`src/rtl/crc_serial_engine_pkg.sv`:
```
// Shared types and USB CRC constants for the serial CRC engine.
package crc_serial_engine_pkg;

  typedef enum logic [1:0] {IDLE, CALC, APPEND} state_t;
  typedef enum logic {CRC_SEL0 = 1'b0, CRC_SEL1 = 1'b1} crc_sel_t;
  typedef enum logic {MODE_GEN = 1'b0, MODE_CHK = 1'b1} crc_mode_t;

  localparam int          USB_CRC5_W     = 5;
  localparam logic [4:0]  USB_CRC5_POLY  = 5'h05;
  localparam logic [4:0]  USB_CRC5_RES   = 5'h0C;
  localparam int          USB_CRC16_W    = 16;
  localparam logic [15:0] USB_CRC16_POLY = 16'h8005;
  localparam logic [15:0] USB_CRC16_RES  = 16'h800D;
  localparam logic        CRC_INIT_BIT   = 1'b1;

endpackage

```
`src/rtl/crc_serial_engine_if.sv`:
```
// Serial bitstream and control bundle between the packet codec and the CRC engine.
interface crc_serial_engine_if;
  logic clear;
  logic start;
  logic pkttype;
  logic chk_mode;
  logic inb;
  logic recving;
  logic pause_out;
  logic pause_in;
  logic outb;
  logic sending;
  logic crc_done;
  logic crc_ok;

  modport slave (
    input  clear, start, pkttype, chk_mode, inb, recving, pause_out,
    output pause_in, outb, sending, crc_done, crc_ok
  );

  modport master (
    output clear, start, pkttype, chk_mode, inb, recving, pause_out,
    input  pause_in, outb, sending, crc_done, crc_ok
  );
endinterface

```
`src/rtl/crc_serial_engine_lfsr.sv`:
```
// MSB-first serial CRC register; init has priority over shift.
module crc_serial_engine_lfsr
  import crc_serial_engine_pkg::*;
#(
  parameter int         W    = 5,
  parameter logic [W-1:0] POLY = '0
) (
  input  logic         clk,
  input  logic         rst,
  input  logic         init,
  input  logic         shift,
  input  logic         din,
  output logic [W-1:0] q
);

  logic fb;

  assign fb = din ^ q[W-1];

  always_ff @(posedge clk or posedge rst) begin
    if (rst) begin
      q <= {W{CRC_INIT_BIT}};
    end else if (init) begin
      q <= {W{CRC_INIT_BIT}};
    end else if (shift) begin
      q <= {q[W-2:0], 1'b0} ^ (fb ? POLY : '0);
    end
  end

endmodule

```
`src/rtl/crc_serial_engine.sv`:
```
// Serial CRC generate/append and check engine with two per-packet CRC flavours.
module crc_serial_engine
  import crc_serial_engine_pkg::*;
#(
  parameter int                CRC0_W    = USB_CRC5_W,
  parameter logic [CRC0_W-1:0] CRC0_POLY = USB_CRC5_POLY,
  parameter logic [CRC0_W-1:0] CRC0_RES  = USB_CRC5_RES,
  parameter int                CRC1_W    = USB_CRC16_W,
  parameter logic [CRC1_W-1:0] CRC1_POLY = USB_CRC16_POLY,
  parameter logic [CRC1_W-1:0] CRC1_RES  = USB_CRC16_RES,
  parameter int                MAXW      = 16
) (
  input logic                 clk,
  input logic                 rst,
  crc_serial_engine_if.slave  bus
);

  localparam int CW = $clog2(MAXW);

  genvar gi;
  generate
    for (gi = 0; gi < 2; gi++) begin : g_wchk
      localparam int WCHK = (gi == 0) ? CRC0_W : CRC1_W;
      if (WCHK > MAXW || WCHK < 2) begin : g_bad_width
        $error("crc_serial_engine: CRC width %0d outside 2..%0d", WCHK, MAXW);
      end
    end
  endgenerate

  state_t          state_reg;
  crc_sel_t        sel_reg;
  crc_mode_t       mode_reg;
  logic [CW-1:0]   cnt_reg;
  logic            done_reg;
  logic            ok_reg;

  logic [CRC0_W-1:0] crc0_q;
  logic [CRC1_W-1:0] crc1_q;
  logic [MAXW-1:0]   crc_cur;
  logic [CW-1:0]     last_idx;
  logic [CW-1:0]     bit_idx;
  logic              crc_bit;
  logic              res_ok;
  logic              append_done;
  logic              lfsr_init;
  logic              lfsr_shift;

  assign crc_cur     = (sel_reg == CRC_SEL1) ? MAXW'(crc1_q) : MAXW'(crc0_q);
  assign last_idx    = (sel_reg == CRC_SEL1) ? CW'(CRC1_W - 1) : CW'(CRC0_W - 1);
  // cnt is 0 during CALC, so this also yields the MSB for the first appended bit
  assign bit_idx     = last_idx - cnt_reg;
  assign crc_bit     = ~crc_cur[bit_idx];
  assign res_ok      = (sel_reg == CRC_SEL1) ? (crc1_q == CRC1_RES) : (crc0_q == CRC0_RES);
  assign append_done = (state_reg == APPEND) && !bus.pause_out && (cnt_reg == last_idx);
  assign lfsr_init   = bus.clear || (state_reg == IDLE) || append_done;
  assign lfsr_shift  = (state_reg == CALC) && bus.recving && !bus.pause_out;

  crc_serial_engine_lfsr #(.W(CRC0_W), .POLY(CRC0_POLY)) u_lfsr0 (
    .clk   (clk),
    .rst   (rst),
    .init  (lfsr_init),
    .shift (lfsr_shift),
    .din   (bus.inb),
    .q     (crc0_q)
  );

  crc_serial_engine_lfsr #(.W(CRC1_W), .POLY(CRC1_POLY)) u_lfsr1 (
    .clk   (clk),
    .rst   (rst),
    .init  (lfsr_init),
    .shift (lfsr_shift),
    .din   (bus.inb),
    .q     (crc1_q)
  );

  always_comb begin
    bus.outb     = bus.inb;
    bus.sending  = 1'b0;
    bus.pause_in = 1'b0;
    case (state_reg)
      CALC: begin
        if (bus.recving) begin
          bus.sending = 1'b1;
        end else if (mode_reg == MODE_GEN) begin
          bus.sending  = 1'b1;
          bus.pause_in = 1'b1;
          bus.outb     = crc_bit;
        end
      end
      APPEND: begin
        bus.sending  = 1'b1;
        bus.pause_in = 1'b1;
        bus.outb     = crc_bit;
      end
      default: ;
    endcase
  end

  always_ff @(posedge clk or posedge rst) begin
    if (rst) begin
      state_reg <= IDLE;
      sel_reg   <= CRC_SEL0;
      mode_reg  <= MODE_GEN;
      cnt_reg   <= '0;
      done_reg  <= 1'b0;
      ok_reg    <= 1'b0;
    end else begin
      done_reg <= 1'b0;
      if (bus.clear) begin
        state_reg <= IDLE;
        cnt_reg   <= '0;
        ok_reg    <= 1'b0;
      end else begin
        case (state_reg)
          IDLE: begin
            if (bus.start) begin
              sel_reg   <= crc_sel_t'(bus.pkttype);
              mode_reg  <= crc_mode_t'(bus.chk_mode);
              ok_reg    <= 1'b0;
              state_reg <= CALC;
            end
          end
          CALC: begin
            if (!bus.recving) begin
              if (mode_reg == MODE_CHK) begin
                ok_reg    <= res_ok;
                done_reg  <= 1'b1;
                state_reg <= IDLE;
              end else if (!bus.pause_out) begin
                cnt_reg   <= CW'(1);
                state_reg <= APPEND;
              end
            end
          end
          APPEND: begin
            if (!bus.pause_out) begin
              if (cnt_reg == last_idx) begin
                cnt_reg   <= '0;
                state_reg <= IDLE;
              end else begin
                cnt_reg <= cnt_reg + 1'b1;
              end
            end
          end
          default: state_reg <= IDLE;
        endcase
      end
    end
  end

  assign bus.crc_done = done_reg;
  assign bus.crc_ok   = ok_reg;

endmodule

```
`src/flat_wrapper.sv`:
```
// flat-port wrapper written by rule: the top's interface ports become plain ports
module crc_serial_engine_flat import crc_serial_engine_pkg::*;
#(
  parameter int                CRC0_W    = USB_CRC5_W,
  parameter logic [CRC0_W-1:0] CRC0_POLY = USB_CRC5_POLY,
  parameter logic [CRC0_W-1:0] CRC0_RES  = USB_CRC5_RES,
  parameter int                CRC1_W    = USB_CRC16_W,
  parameter logic [CRC1_W-1:0] CRC1_POLY = USB_CRC16_POLY,
  parameter logic [CRC1_W-1:0] CRC1_RES  = USB_CRC16_RES,
  parameter int                MAXW      = 16
)
  (clk, rst, bus_clear, bus_start, bus_pkttype, bus_chk_mode, bus_inb, bus_recving, bus_pause_out, bus_pause_in, bus_outb, bus_sending, bus_crc_done, bus_crc_ok);
  crc_serial_engine_if bus_i ();
  input logic clk;
  input logic rst;
  input wire logic [$bits(bus_i.clear)-1:0] bus_clear;
  input wire logic [$bits(bus_i.start)-1:0] bus_start;
  input wire logic [$bits(bus_i.pkttype)-1:0] bus_pkttype;
  input wire logic [$bits(bus_i.chk_mode)-1:0] bus_chk_mode;
  input wire logic [$bits(bus_i.inb)-1:0] bus_inb;
  input wire logic [$bits(bus_i.recving)-1:0] bus_recving;
  input wire logic [$bits(bus_i.pause_out)-1:0] bus_pause_out;
  output wire logic [$bits(bus_i.pause_in)-1:0] bus_pause_in;
  output wire logic [$bits(bus_i.outb)-1:0] bus_outb;
  output wire logic [$bits(bus_i.sending)-1:0] bus_sending;
  output wire logic [$bits(bus_i.crc_done)-1:0] bus_crc_done;
  output wire logic [$bits(bus_i.crc_ok)-1:0] bus_crc_ok;
  assign bus_i.clear = bus_clear;
  assign bus_i.start = bus_start;
  assign bus_i.pkttype = bus_pkttype;
  assign bus_i.chk_mode = bus_chk_mode;
  assign bus_i.inb = bus_inb;
  assign bus_i.recving = bus_recving;
  assign bus_i.pause_out = bus_pause_out;
  assign bus_pause_in = bus_i.pause_in;
  assign bus_outb = bus_i.outb;
  assign bus_sending = bus_i.sending;
  assign bus_crc_done = bus_i.crc_done;
  assign bus_crc_ok = bus_i.crc_ok;
  crc_serial_engine #(.CRC0_W(CRC0_W), .CRC0_POLY(CRC0_POLY), .CRC0_RES(CRC0_RES), .CRC1_W(CRC1_W), .CRC1_POLY(CRC1_POLY), .CRC1_RES(CRC1_RES), .MAXW(MAXW)) u_core (.clk(clk), .rst(rst), .bus(bus_i));
endmodule
```
`config.mk`:
```
export PLATFORM = sky130hd
export DESIGN_NAME = crc_serial_engine_flat
export DESIGN_NICKNAME = d
export VERILOG_FILES = /design/src/rtl/crc_serial_engine_pkg.sv /design/src/rtl/crc_serial_engine_if.sv /design/src/rtl/crc_serial_engine_lfsr.sv /design/src/rtl/crc_serial_engine.sv /design/src/flat_wrapper.sv
export SDC_FILE = /design/constraint.sdc
export NUM_CORES = 1
export LEC_CHECK = 0
export CELL_PAD_IN_SITES_DETAIL_PLACEMENT = 2
export CELL_PAD_IN_SITES_GLOBAL_PLACEMENT = 2
export CORE_ASPECT_RATIO = 1.5
export CORE_MARGIN = 10
export CORE_UTILIZATION = 25
export DETAILED_ROUTE_END_ITERATION = 8
export PLACE_DENSITY = 0.68
export SLEW_MARGIN = 15
export SYNTH_ARGS = -nofsm -noshare
export SYNTH_HDL_FRONTEND = slang
export SYNTH_SLANG_ARGS = --single-unit
```
`constraint.sdc`:
```
create_clock -name clk -period 2.9 [get_ports clk]
set_input_delay 0.725 -clock clk [delete_from_list [all_inputs] [get_ports clk]]
set_output_delay 0.725 -clock clk [all_outputs]
set_load 0.01 [all_outputs]
```
==> metrics.txt <==
outcome complete, but fails checks; failing checks negative setup slack; ranking of synthesized cells by area dfstp_2 (28%), dfrtp_1 (13%), nand2_1 (8.9%); cts hold-fix bufs 0; Top FF cell, synth dfstp_2; final WL 6040 microns; CORE AREA 7610 sq um; post-route cell area 2560 sq um; diode count 0; syn_nets ~230; # clock sinks 31; Post-Layout Cell Count 353; GR peak layer met2; P_leak 1.07 nW; Nets roughly 270; H-tree depth 2; total clock buffers created by CTS 5; die area 11800 sq um; Final TNS setup -433 ps; final hold slack 504 ps; sequential cell area fraction in the yosys report 41.3%; Setup Skew 6.24 ps; Reg clk slew, reported paths 60 ps; Slew Viols, Final 0; total gr overflow 0; Post-synth EDFFs 0; DRC viols 0; PwrDens around 830 nW/um^2; sequence of cells on the critical path inv_2 -> ha_4 -> inv_2 -> fa_2 -> mux4_2 -> a211o_1 -> o21ai_2 -> o31a_1 -> buf_2; placed cells 343; Overall Global Routing Usage 11.2%; Critical Path AT 2610 ps; Worst Path Buf+Inv 3; die width 91.9 microns; period utilisation layout 115%; via density per instance 4.90; global routing usage on met3 about 2%; first-pass GRT wire length between 10000 and 15000 microns; Fillers 859; Max clock buf depth 2; die height 128 microns; Post-Place Cell Area between 2000 and 2500 sq um; CP Max Fanout 4; Seq. cell area 802 sq um; WL/cell ~17 microns; worst path required time 2170 ps; Final Hold Fails 0; cell family with most CP delay adder cells; final worst path period need 3330 ps; final core occ 33.6%; largest net degree at the start of global routing 32; footprint of the multi-input gates about 1100 sq um; port bufs 13; FMAX 0.300 GHz; RSZ-0062 raised after global routing yes; worst min path class reg -> reg; DPL Wire Length roughly 4500 microns; Syn Area/Cell 9.15 sq um; most instantiated cells after synthesis nand2_1 (46), nand3_1 (24), dfstp_2 (21), inv_1 (12); CTS tree done; Initial DRC Count 42; Crit. End Element primary output; Clk Latency, worst-skew pair 270 ps; Yosys top cell by area dfstp_2; routed via count 1728; RePlAce Congestion roughly 0.75; fraction of registers with async set/reset 100%; critical path class reg -> out; Synth top area share 28.4%; DRT Pass-1 Iters 4; clock tree root buffer cell clkbuf_16; total power 2.13 mW; Yosys cell types 45; Yosys warning count 0; Slowest cell on crit path fa_2; layout cells sized above 1 29.1%; worst vdd ir 0.365 mV; slew of the pin with the lowest slew margin 415 ps; Site Rows 39; top-count cell post-synth nand2_1; met2 Resource Use GR 21.0%; Initial Util 25.5%; worst setup margin -433 ps; Synth Cell Area 1940 sq um; worst stage delay on the critical path 600 ps; CP Launch Type flop; Max-Cap Viols 0; IO Pins 14; CP most frequent cell inv_2; met1 usage 12.3%; vias in the first global route between 1500 and 2000; Slew HR 72.2%; pre-CTS WS -650 ps; final antenna-violating net count 0; post-synthesis register bit count 31; Mapped Cells 212; Final setup viols 1; antenna violations before repair 0; number of flip-flops in the largest register 16; Area Growth Syn to Fin 31.9%
## worst register-to-register path, stage by stage (launching register included)
cell and delay, ps:
dfrtp_1 390, buf_4 150, buf_4 190, ha_1 310
nand3_1 170, nor2_1 90, a311oi_2 270, buf_4 290
o211ai_1 130
## per-layer routing
layer  share of wire [%]  wire length [microns]
met5                   0                      0
met4                 1.3                     79
met3                 2.3                    140
met2                  57                   3430
met1                  40                   2400
## final timing paths
path | startpoint | end | slack [ps] | cells past startpoint
worst max-delay path | u_core.sel_reg | bus_outb | -430 | 9
worst min register to register | u_core.u_lfsr0.q[0] | u_core.u_lfsr0.q[1] | 500 | 2
max in group asynchronous | rst | u_core.u_lfsr1.q[12] | 1720 | 3
min in group asynchronous | rst | u_core.bus.crc_done | 840 | 3
worst max register to register | u_core.sel_reg | u_core.u_lfsr0.q[2] | 810 | 8
worst min-delay path | u_core.u_lfsr0.q[0] | u_core.u_lfsr0.q[1] | 500 | 2
## logic make-up after synthesis
logic type               Yosys count  share of synthesized area, %
AO/OA/AOI/OAI                     37                          13.8
flip-flops                        31                          41.3
adder cells (fa/ha/maj)            8                          5.54
multiplexers                       7                          5.74
AND/OR/NAND/NOR                   98                          24.0
buffers and inverters             21                          4.71
XOR/XNOR                          10                          4.90
## layout by cell type (no fill, tap or decap), drive strengths merged, types with 2 or more instances in the layout
master          n
dfrtp          10
clkbuf          8
xor2            4
ha              7
nor2            8
buf            28
nor3b           2
inv            12
a311oi          2
mux2            3
dfstp          21
nand3          24
a211oi          3
xnor2           6
o21ai          11
a2111oi         2
or3             2
nor2b           6
o31ai           3
o211ai          4
a21boi          2
nor4b           2
a21oi           2
mux4            3
o21a            3
nand2          46
nor3            2
clkdlybuf4s50  10
## power breakdown
part / switching [mW] / total, mW / internal, mW
sequential: 0.0507 / 0.539 / 0.488
clock: 0.185 / 0.591 / 0.406
combinational: 0.540 / 1.00 / 0.463
## timing repair
action | CTS | global route
buffers inserted | 1 | 1
pin swaps | 4 | 5
resized for setup | 8 | 8
setup endpoints to repair | 3 | 3
gates cloned | 0 | 0
## area by class of cell
class / instances / area share (%)
repair buffers: 40 / 12.8
multi-input cells: 160 / 42.8
clock inverters: 1 / 1.17
inverters: 12 / 1.76
clock buffers: 7 / 5.18
well taps: 102 / 4.99
flip-flops and latches: 31 / 31.3
Note: power is estimated with default switching activity, not from simulation.
